`src/rtl/vx_fifo_lane_serializer_pkg.sv`:
```
// ----------------------------------------------------------------------------
// vx_fifo_lane_serializer_pkg
//   Shared types for the FIFO lane serializer.
//   state_e : drain state. IDLE means no active lanes are held. SEND means at
//             least one held lane is still waiting to be emitted.
// ----------------------------------------------------------------------------
package vx_fifo_lane_serializer_pkg;

    typedef enum logic {
        ST_IDLE = 1'b0,
        ST_SEND = 1'b1
    } state_e;

endpackage

```
`src/rtl/vx_fifo_lane_serializer_prio_enc.sv`:
```
// ----------------------------------------------------------------------------
// vx_fifo_lane_serializer_prio_enc
//   Priority encoder that returns the index of the lowest set bit.
//   Ports:
//     data_i  [N-1:0]  request vector
//     index_o [W-1:0]  index of the lowest set bit, or 0 when data_i == 0
//     valid_o          at least one bit of data_i is set
// ----------------------------------------------------------------------------
module vx_fifo_lane_serializer_prio_enc #(
    parameter  int N = 4,
    localparam int W = $clog2(N)
) (
    input  logic [N-1:0] data_i,
    output logic [W-1:0] index_o,
    output logic         valid_o
);

    // The loop scans from the top bit down, so the lowest set bit is the last
    // one written and wins.
    always_comb begin
        index_o = '0;
        for (int i = N - 1; i >= 0; i--) begin
            if (data_i[i]) begin
                index_o = W'(i);
            end
        end
        valid_o = |data_i;
    end

endmodule

```
`src/rtl/vx_fifo_lane_serializer.sv`:
```
// ----------------------------------------------------------------------------
// vx_fifo_lane_serializer
//   Drain stage for a lane-packed request FIFO. The block pops one wide entry
//   (LANES x ELEMW data plus a lane mask) and emits only the active lanes.
//   It sends one lane per beat, in ascending lane order, on a valid/ready
//   stream. When ready_out stays high it sustains one element per cycle.
//   Ports:
//     clk, reset            clock; synchronous active-high reset
//     fifo_empty            FIFO head is valid when low
//     fifo_data, fifo_mask  FIFO head entry; lane i at [i*ELEMW +: ELEMW]
//     fifo_pop              consume the FIFO head this cycle
//     valid_out, ready_out  output handshake; fire = valid_out & ready_out
//     data_out, lane_out    current element and its lane index
//     last_out              current element is the last active lane of its entry
// ----------------------------------------------------------------------------
module vx_fifo_lane_serializer
    import vx_fifo_lane_serializer_pkg::*;
#(
    parameter  int LANES = 4,
    parameter  int ELEMW = 32,
    localparam int LANEW = $clog2(LANES)
) (
    input  logic                   clk,
    input  logic                   reset,
    input  logic                   fifo_empty,
    input  logic [LANES*ELEMW-1:0] fifo_data,
    input  logic [LANES-1:0]       fifo_mask,
    output logic                   fifo_pop,
    output logic                   valid_out,
    output logic [ELEMW-1:0]       data_out,
    output logic [LANEW-1:0]       lane_out,
    output logic                   last_out,
    input  logic                   ready_out
);

    localparam logic [LANES-1:0] ONE = LANES'(1);

    state_e                 state_q, state_d;
    logic [LANES*ELEMW-1:0] data_q, data_d;
    logic [LANES-1:0]       rem_mask_q, rem_mask_d;

    logic [LANEW-1:0] lane_idx;
    logic             enc_valid;
    logic             single_bit;
    logic             fire;
    logic             load;

    vx_fifo_lane_serializer_prio_enc #(
        .N (LANES)
    ) u_prio_enc (
        .data_i  (rem_mask_q),
        .index_o (lane_idx),
        .valid_o (enc_valid)
    );

    // x & (x-1) clears the lowest set bit. A zero result means at most one
    // bit was set.
    assign single_bit = ((rem_mask_q & (rem_mask_q - ONE)) == '0);
    assign fire       = valid_out & ready_out;

    // A new entry loads when nothing is held, or when the final lane is
    // leaving this cycle. That second case removes the bubble between entries.
    assign load = ~fifo_empty & ((state_q == ST_IDLE) | (fire & last_out));

    // ---------------- state register ----------------
    // NOTE: sequential state uses non-blocking assignments, so every register
    // samples its pre-edge value regardless of process ordering.
    always_ff @(posedge clk) begin
        if (reset) begin
            // NOTE: the data holding register is reset too. data_out is a mux
            // of it and must read 0 while in reset.
            state_q    <= ST_IDLE;
            data_q     <= '0;
            rem_mask_q <= '0;
        end else begin
            state_q    <= state_d;
            data_q     <= data_d;
            rem_mask_q <= rem_mask_d;
        end
    end

    // ---------------- next-state logic ----------------
    // NOTE: every always_comb output gets a default first, so no path leaves a
    // signal unassigned and no latch is inferred.
    always_comb begin
        data_d     = data_q;
        rem_mask_d = rem_mask_q;
        if (load) begin
            data_d     = fifo_data;
            rem_mask_d = fifo_mask;
        end else if (fire) begin
            // The emitted lane is always the lowest set bit.
            rem_mask_d = rem_mask_q & (rem_mask_q - ONE);
        end
        // A zero-mask entry loads straight back into IDLE and emits no beat.
        state_d = (rem_mask_d != '0) ? ST_SEND : ST_IDLE;
    end

    // ---------------- outputs ----------------
    // The element path is driven only from the holding registers. There is no
    // combinational path from the FIFO head to the element outputs.
    always_comb begin
        valid_out = (state_q == ST_SEND);
        data_out  = data_q[lane_idx*ELEMW +: ELEMW];
        lane_out  = lane_idx;
        last_out  = valid_out & single_bit;
        fifo_pop  = load & ~reset;
    end

    // ---------------- runtime checks ----------------
    a_no_pop_when_empty : assert property (@(posedge clk) disable iff (reset)
        !(fifo_pop && fifo_empty));
    a_valid_has_lanes : assert property (@(posedge clk) disable iff (reset)
        valid_out |-> (rem_mask_q != '0) && enc_valid);
    a_state_matches_mask : assert property (@(posedge clk) disable iff (reset)
        (state_q == ST_SEND) == (rem_mask_q != '0));

endmodule

```
`config.mk`:
```
export PLATFORM = sky130hd
export DESIGN_NAME = vx_fifo_lane_serializer
export DESIGN_NICKNAME = d
export VERILOG_FILES = /design/src/rtl/vx_fifo_lane_serializer_pkg.sv /design/src/rtl/vx_fifo_lane_serializer_prio_enc.sv /design/src/rtl/vx_fifo_lane_serializer.sv
export SDC_FILE = /design/constraint.sdc
export NUM_CORES = 1
export LEC_CHECK = 0
export ABC_AREA = 0
export BUFFER_PORTS_ARGS = -buffer_cell sky130_fd_sc_hd__buf_2
export CAP_MARGIN = 20
export CORE_ASPECT_RATIO = 0.8
export CORE_MARGIN = 3
export CORE_UTILIZATION = 51
export DETAILED_ROUTE_END_ITERATION = 16
export PLACE_DENSITY = 0.77
export SETUP_SLACK_MARGIN = 0.4
export SLEW_MARGIN = 20
export SYNTH_ARGS = -nofsm -noshare
export SYNTH_HDL_FRONTEND = slang
export SYNTH_HIERARCHICAL = 1
export SYNTH_SLANG_ARGS = --single-unit
```
`constraint.sdc`:
```
create_clock -name clk -period 2.5 [get_ports clk]
set_input_delay 0.125 -clock clk [delete_from_list [all_inputs] [get_ports clk]]
set_output_delay 0.125 -clock clk [all_outputs]
set_load 0.01 [all_outputs]
```
==> impl_metrics.ini, run 1 <==
[placed_design]
pre_cts_setup_slack_ps = 459.9
place_congestion = 0.7755
place_hpwl_um = 9445
placed_area_um2 = 6345
port_bufs = 172
placedCellCount = 897

[drt]
drt_wl_total_um = 19690
drcViolationCount = 0
routed-via-count = 5946
post_drt_via_cell_ratio = 5.500
drt_iter0_drc = 535
post_drt_wl_per_cell_um = 18.21
drtAntennaViolNets = 0
drtPass1Iterations = 5

[logic_synthesis]
cell_area_synth_um2 = 5410
netlist_instances = 630
yosys_warnings = 6
mean_post_synth_cell_area_um2 = 8.588
syn_nets = 766

[worst_hold_path]
hp-class = input port to register

[die]
floorplan.rows = 32
floorplan.io_pins = 173
die_h_um = 98.12
design.die.area_um2 = 11890
chipWidth_um = 121.2
core_area_um2 = 9970
starting_density_of_the_core_pct = 54.27

[sta]
finalCritPeriodShare_pct = 87.15
hold_viol = 0
skew_ps = 10.29
maxClockFrequency_mhz = 459.0
fin_tns_setup_ps = 0
period_minus_slack_ps = 2179
maxSlewHeadroom_pct = 64.24
worstMarginPinSlew_ps = 536.4
grt_setup_unrepaired = yes
setup_violations = 0
final_critical_path_setup_slack_ps = 321.2
maxSlewViolCount = 0
hold_slack_ps = 18.13

[critical_path]
required_ps = 2380
rrSetupSlack_ps = 420
timing.critical_path.mode_cell = sky130_fd_sc_hd__buf_6
cell_type_of_the_slowest_stage_on_the_worst_timing_path = sky130_fd_sc_hd__mux4_2
crit_path_start_kind = register
timing.critical_path.fanout_max = 6
largest_stage_delay_worst_path_ps = 520
path_buf_inv = 4
worst-endpoint-arrival_ps = 2050
path_class = register to primary output
timing.critical_path.cells = nand2b_4 -> a21oi_4 -> buf_6 -> buf_12 -> buf_16 -> mux4_2 -> buf_6
crit_path_end_kind = primary output
cpLargestDelayFamily = buffers and inverters

[grt]
global_route.usage.total_pct = 31.96
grt_pass1_vias = 6249
grt_first_pass_wirelength_um = 29930
globalRouteOverflowTotal = 0
antenna_found_initial = 0
largest_net_degree_at_the_start_of_global_routing = 78

[finish]
finalNetCount = 1068
syn_to_final_growth_pct = 60.45
final_common_cell = sky130_fd_sc_hd__nand2_1
drive_gt1_share_pct = 29.10
multiInputGateArea_um2 = 2549
antenna-diode-count = 0
layoutNonFillerInstCount = 1081
fin_area_um2 = 8681
fillers = 487
final_core_util_pct = 87.07
layout.area.seq_um2 = 2673
layout.cells.most_common_list = sky130_fd_sc_hd__nand2_1 (261), sky130_fd_sc_hd__buf_2 (163), sky130_fd_sc_hd__a21oi_1 (133), sky130_fd_sc_hd__dlygate4sd3_1 (131), sky130_fd_sc_hd__dfxtp_1 (129)

[cts]
tritoncts_clock_tree = yes
cts_buffer_depth = 2
cts_made_buffers = 17
clkLatencyLatePin_ps = 410
cts.sinks = 133
cts.htree.levels = 4
clk_root_buffer_cell = sky130_fd_sc_hd__clkbuf_16
clk_pin_slew_ps = 60

[job]
max_cap_violations = 0

[power]
p_leak_nw = 3.701
vdd_ir_drop_max_mv = 0.5703
cellPowerDensity_nw_per_um2 = 699.9
power_mw = 6.075

[outcome]
outcome = complete, no violations
## state kept, by name, indices dropped and copies added (netlist names)
name,count
data_q,128
rem_mask_q,4
valid_out,1
## layout make-up
cell class                      instances  share of cell area, %
Inverter                                1                0.04324
Tap cell                              136                  1.960
Timing Repair Buffer                  334                  30.77
Sequential cell                       133                  30.79
Multi-Input combinational cell        445                  29.36
Clock buffer                           19                  4.987
Clock inverter                         13                  2.090
## per-layer routing
metal,global-route usage [%],share of wire [%],routed length [um]
met3,7.933,7.2,1426
met5,0,0,0
met4,15.16,3.4,679
met1,35.47,38,7403
met2,57.26,52,10180
## worst reg2reg max path, stage by stage (launching register included)
cell and delay, ps:
sky130_fd_sc_hd__dfxtp_4 360, sky130_fd_sc_hd__buf_6 120, sky130_fd_sc_hd__a211o_4 320, sky130_fd_sc_hd__a311o_2 450, sky130_fd_sc_hd__buf_4 180, sky130_fd_sc_hd__bufbuf_16 320, sky130_fd_sc_hd__nand2_1 100, sky130_fd_sc_hd__a21oi_1 80
## power breakdown
group          leakage (nW)  switching [mW]  total [mW]  internal (mW)
combinational          2.31           0.538        1.14          0.599
sequential             1.10          0.0848        2.35           2.26
clock                 0.297           0.924        2.59           1.67
total                  3.70            1.55        6.08           4.53
## what timing repair did
action / CTS / global route
gates cloned: 4 / 2
endpoints found under the hold margin: 131 / 0
pin swaps: 2 / 2
setup buffers: 7 / 8
endpoints found under the setup margin: 37 / 47
gates resized for setup: 19 / 11
hold buffers: 131 / 0
## path summary, 6_finish.rpt
kind | start | endpoint | depth (start not counted)
max | rem_mask_q[2] | data_out[15] | 7
min reg2reg | data_q[17] | data_q[17] | 2
min | fifo_data[80] | data_q[80] | 3
max reg2reg | rem_mask_q[1] | data_q[103] | 7
No activity file was read; power rests on OpenSTA's default activity.
==> run 2: changes to the inputs <==
--- a/constraint.sdc
+++ b/constraint.sdc
@@ -3,2 +3,2 @@
 set_output_delay 0.125 -clock clk [all_outputs]
-set_load 0.01 [all_outputs]
+set_load 0.005 [all_outputs]
==> run 2 against run 1 <==
Effect of this change:
- first-iteration DRC count rose by 6.5%
- critical path depth shrank 1
- worst hold slack gained 140 ps
- flip-flop and latch count unchanged
- combinational power shrank 9%
==> impl_metrics.ini, run 2 (synthesis gave the netlist of run 1 again) <==
[finish]
antenna-diode-count = 0
syn_to_final_growth_pct = 58.26
fin_area_um2 = 8562
final_common_cell = sky130_fd_sc_hd__nand2_1
flip_flop_count_of_the_largest_register_all_copies_and_words_added = 128
fillers = 511
finalNetCount = 1056
layout.cells.most_common_list = sky130_fd_sc_hd__nand2_1 (261), sky130_fd_sc_hd__buf_2 (171), sky130_fd_sc_hd__a21oi_1 (133), sky130_fd_sc_hd__dlygate4sd3_1 (132), sky130_fd_sc_hd__dfxtp_1 (129)
max_flop_register = data_q
drive_gt1_share_pct = 28.08

[cts]
tritoncts_clock_tree = yes
cts.htree.levels = 4
cts_made_buffers = 17
cts.sinks = 133
clk_pin_slew_ps = 50
clkLatencyLatePin_ps = 410
clk_root_buffer_cell = sky130_fd_sc_hd__clkbuf_16
cts_buffer_depth = 2

[sta]
skew_ps = 7.134
setup_violations = 0
maxSlewHeadroom_pct = 58.05
hold_viol = 0
worstMarginPinSlew_ps = 629.3
period_minus_slack_ps = 2159
fin_tns_setup_ps = 0
finalCritPeriodShare_pct = 86.35
maxClockFrequency_mhz = 463.2
maxSlewViolCount = 0
grt_setup_unrepaired = yes

[placed_design]
port_bufs = 172
place_congestion = 0.7840
placed_area_um2 = 6345
place_hpwl_um = 9245

[critical_path]
critical_path.reg2reg.endpoint = data_q[104]
crit_path_start_kind = register
timing.critical_path.fanout_max = 6
worst-endpoint-arrival_ps = 2030
path_class = register to primary output
required_ps = 2380
rr_worst_depth = 6
critical_path.reg2reg.startpoint = rem_mask_q[0]
crit_path_end_kind = primary output
rrSetupSlack_ps = 510

[drt]
drcViolationCount = 0
routed-via-count = 5868
drtPass1Iterations = 6
post_drt_wl_per_cell_um = 17.68
post_drt_via_cell_ratio = 5.489
drtAntennaViolNets = 0
drt_wl_total_um = 18900
drt_iter0_drc = 570

[grt]
globalRouteOverflowTotal = 0
global_route.usage.total_pct = 32.24
largest_net_degree_at_the_start_of_global_routing = 76
antenna_found_initial = 0
grt_first_pass_wirelength_um = 30080
grt_pass1_vias = 6250

[die]
floorplan.io_pins = 173
starting_density_of_the_core_pct = 54.27
design.die.area_um2 = 11890
chipWidth_um = 121.2
floorplan.rows = 32
core_area_um2 = 9970
die_h_um = 98.12

[outcome]
outcome = complete, no violations

[job]
max_cap_violations = 0

[power]
cellPowerDensity_nw_per_um2 = 727.0
p_leak_nw = 3.651
vdd_ir_drop_max_mv = 0.5530

[worst_hold_path]
min-delay-start = ready_out
hp-class = input port to register
hold_depth = 4
whs_endpoint = rem_mask_q[0]
[run 2: changes by cell type in the layout (fill, tap and decap cells not counted), moves of 2 or more]
cell                        previous run  this run
sky130_fd_sc_hd__buf_2               163       171
sky130_fd_sc_hd__buf_6                13         1
sky130_fd_sc_hd__bufinv_16             4         6
sky130_fd_sc_hd__buf_4                15         6
[run 2: final cells by class]
class	count	area (um^2)	area share (%)
timing repair buffer	322	2506	29.27
multi-input combinational	445	2540	29.67
inverter	1	3.754	0.04384
clock buffer	19	442.9	5.173
tap	136	170.2	1.987
clock inverter	13	229.0	2.674
sequential	133	2670	31.19
[run 2: routing by layer]
metal,vias to the layer above,track usage [%],share of wire (%)
met2,373,56.32,51
met4,0,18.60,4.2
met5,-,0,0
met1,2711,35.70,36
met3,79,7.875,8.6
li1,2705,-,-
[run 2: worst max-delay path, stage by stage (launching register included)]
cell                       delay, ps
sky130_fd_sc_hd__dfxtp_2         340
sky130_fd_sc_hd__nand2b_4        150
sky130_fd_sc_hd__a21oi_4         150
sky130_fd_sc_hd__buf_8           160
sky130_fd_sc_hd__buf_12          140
sky130_fd_sc_hd__mux4_2          520
sky130_fd_sc_hd__buf_2           150
[run 2: report_power, final]
group / switching, mW / internal (mW) / leakage (nW)
Combinational: 0.489 / 0.555 / 2.23
Clock: 0.940 / 1.90 / 0.327
Sequential: 0.0825 / 2.26 / 1.10
Total: 1.51 / 4.71 / 3.65
[run 2: timing repair]
item	4_1_cts	5_1_grt
hold endpoints to repair	132	0
hold buffers	132	0
pin swaps	2	1
resized for setup	17	3
cloned	3	2
endpoints found under the setup margin	34	39
buffers inserted	3	0
[run 2: worst max-delay path by stage]
stage                         endpoint  cells after the start     startpoint  slack (ps)
after floorplan           data_out[10]                      5  rem_mask_q[2]         660
after global placement        fifo_pop                      5  rem_mask_q[0]         540
after detailed placement    data_q[72]                      5  rem_mask_q[0]         440
after CTS                 data_out[25]                      6  rem_mask_q[2]         350
after global routing      data_out[17]                      6  rem_mask_q[2]         270
final                     data_out[14]                      6  rem_mask_q[2]         340
[run 2: stage by stage]
| stage | hold WS, ps | total power, mW | setup slack (ps) | utilization [%] | cells |
|---|---|---|---|---|---|
| 2_1_floorplan | 261.0 | 2.839 | 657.7 | - | 630 |
| 3_3_place_gp | 365.3 | 3.102 | 541.3 | 63.64 | 897 |
| 3_5_place_dp | 369.7 | 3.130 | 435.6 | 63.64 | 897 |
| 4_1_cts | 123.5 | 6.155 | 348.9 | 85.29 | 1067 |
| 5_1_grt | 188.6 | 6.437 | 266.0 | 85.88 | 1069 |
| 6_report | 159.2 | 6.224 | 341.2 | 85.88 | 1069 |
==> run 3: changes to the inputs <==
BUFFER_PORTS_ARGS = not set   (was -buffer_cell sky130_fd_sc_hd__buf_2)
CORE_UTILIZATION = 55   (was 51)
DONT_BUFFER_PORTS = 1   (was not set)
PLACE_DENSITY = 0.67   (was 0.77)
==> run 3 against run 2 <==
Effect of this change:
- the run now ends with hold timing left
- sequential power is essentially flat
- maximum frequency grew 5.5%
- sequential share of layout area grew 12 points
- final cell count shrank 31%
- worst setup slack gained 110 ps
- first-iteration DRC count shrank 31%
- worst hold slack lost 380 ps
- largest cell class unchanged
==> impl_metrics.ini, run 3 (synthesis gave the netlist of run 1 again) <==
[outcome]
outcome = finished with violations
violations = hold timing

[drt]
post_drt_wl_per_cell_um = 18.01
drtPass1Iterations = 5
drtAntennaViolNets = 0
drt_wl_total_um = 13360
drt_iter0_drc = 393
routed-via-count = 4291
met1_length_um = 5698
wl_met3_um = 1287
post_drt_via_cell_ratio = 5.783
highest_layer = met4
wl_met2_um = 6229
drcViolationCount = 0

[sta]
fin_tns_setup_ps = 0
maxSlewViolCount = 0
setup_violations = 0
hold_viol = 133
period_minus_slack_ps = 2045
maxSlewHeadroom_pct = 53.62
finalCritPeriodShare_pct = 81.81
grt_setup_unrepaired = yes
hold_slack_ps = -218.7
skew_ps = 10.15
worstMarginPinSlew_ps = 695.7
maxClockFrequency_mhz = 488.9

[critical_path]
crit_path_start_kind = register
path_class = register to primary output
timing.critical_path.fanout_max = 8
worst-endpoint-arrival_ps = 1920
required_ps = 2380
crit_path_end_kind = primary output

[placed_design]
place_hpwl_um = 8523
placedCellCount = 704
port_bufs = 0
place_congestion = 0.7701

[grt]
grt_first_pass_wirelength_um = 19950
globalRouteOverflowTotal = 0
antenna_found_initial = 0
global_route.usage.total_pct = 23.72
largest_net_degree_at_the_start_of_global_routing = 135
grt_pass1_vias = 4041

[cts]
cts_buffer_depth = 2
cts_made_buffers = 17
tritoncts_clock_tree = yes
cts.htree.levels = 4
clkLatencyLatePin_ps = 410
cts.sinks = 133
clk_pin_slew_ps = 50
clk_root_buffer_cell = sky130_fd_sc_hd__clkbuf_16

[finish]
max_flop_register = data_q
flip_flop_count_of_the_largest_register_all_copies_and_words_added = 128
syn_to_final_growth_pct = 15.54
fillers = 758
antenna-diode-count = 0
finalNetCount = 751
layoutNonFillerInstCount = 742
drive_gt1_share_pct = 13.88
final_common_cell = sky130_fd_sc_hd__nand2_1
layout.cells.most_common_list = sky130_fd_sc_hd__nand2_1 (261), sky130_fd_sc_hd__a21oi_1 (133), sky130_fd_sc_hd__dfxtp_1 (129), sky130_fd_sc_hd__mux4_2 (32), sky130_fd_sc_hd__clkbuf_16 (20)

[power]
cellPowerDensity_nw_per_um2 = 890.9
power_mw = 5.569
vdd_ir_drop_max_mv = 0.4632
p_leak_nw = 2.315

[job]
max_cap_violations = 0

[die]
chipWidth_um = 116.9
starting_density_of_the_core_pct = 58.12
floorplan.io_pins = 173
floorplan.rows = 31
core_area_um2 = 9309
design.die.area_um2 = 11070
die_h_um = 94.71

[worst_hold_path]
hp-class = input port to register
[run 3: changes by cell type in the layout (fill, tap and decap cells not counted), sizes merged, moves of 2 or more]
cell	previous run	this run
buf	187	12
bufinv	6	4
dlygate4sd3	132	1
clkbuf	21	25
clkinv	6	3
[run 3: critical path: stages, from the launching register on]
cell,delay [ps]
sky130_fd_sc_hd__dfxtp_2,350
sky130_fd_sc_hd__nand2b_4,150
sky130_fd_sc_hd__a21oi_4,140
sky130_fd_sc_hd__buf_12,150
sky130_fd_sc_hd__clkbuf_16,180
sky130_fd_sc_hd__mux4_2,530
[run 3: final timing paths]
path / startpoint / endpoint / slack (ps) / cells after the start
max reg2reg: valid_out / data_q[105] / 550 / 6
min reg2reg: data_q[81] / data_q[81] / 450 / 2
max: rem_mask_q[2] / data_out[10] / 450 / 5
min: reset / data_q[14] / -220 / 1
[run 3: power breakdown]
part	internal, mW	switching (mW)
registers	2.26	0.0795
logic	0.286	0.334
clock network	1.74	0.870
total	4.29	1.28
[run 3: layer usage]
metal	global-route usage (%)	vias to the layer above
met5	0	-
met4	8.214	0
met3	9.673	15
met2	36.17	157
met1	30.61	2020
li1	-	2099
[run 3: stage by stage]
step	worst slack [ps]	hold slack (ps)	utilization [%]	cell area (um^2)
3_3_place_gp	478.0	207.0	58.47	5443
5_1_grt	386.8	-232.3	67.15	6251
3_5_place_dp	405.9	208.7	58.47	5443
2_1_floorplan	657.7	261.0	-	5410
6_report	454.7	-218.7	67.15	6251
4_1_cts	370.4	-224.9	65.63	6110
[run 3: final cells by class]
cell class | count | area, um^2 | share of cell area [%]
flip-flops and latches | 133 | 2670 | 42.71
multi-input cells | 446 | 2567 | 41.07
clock buffers | 22 | 474.2 | 7.586
repair buffers | 16 | 241.5 | 3.863
clock inverters | 9 | 150.1 | 2.402
well taps | 115 | 143.9 | 2.302
inverters | 1 | 3.754 | 0.06005
[run 3: timing repair]
action | in CTS | in global routing
setup endpoints to repair | 35 | 34
gates resized for setup | 6 | 9
buffers inserted | 1 | 1
pin swaps | 1 | 3
gates cloned | 1 | 3
hold endpoints to repair | 133 | 133
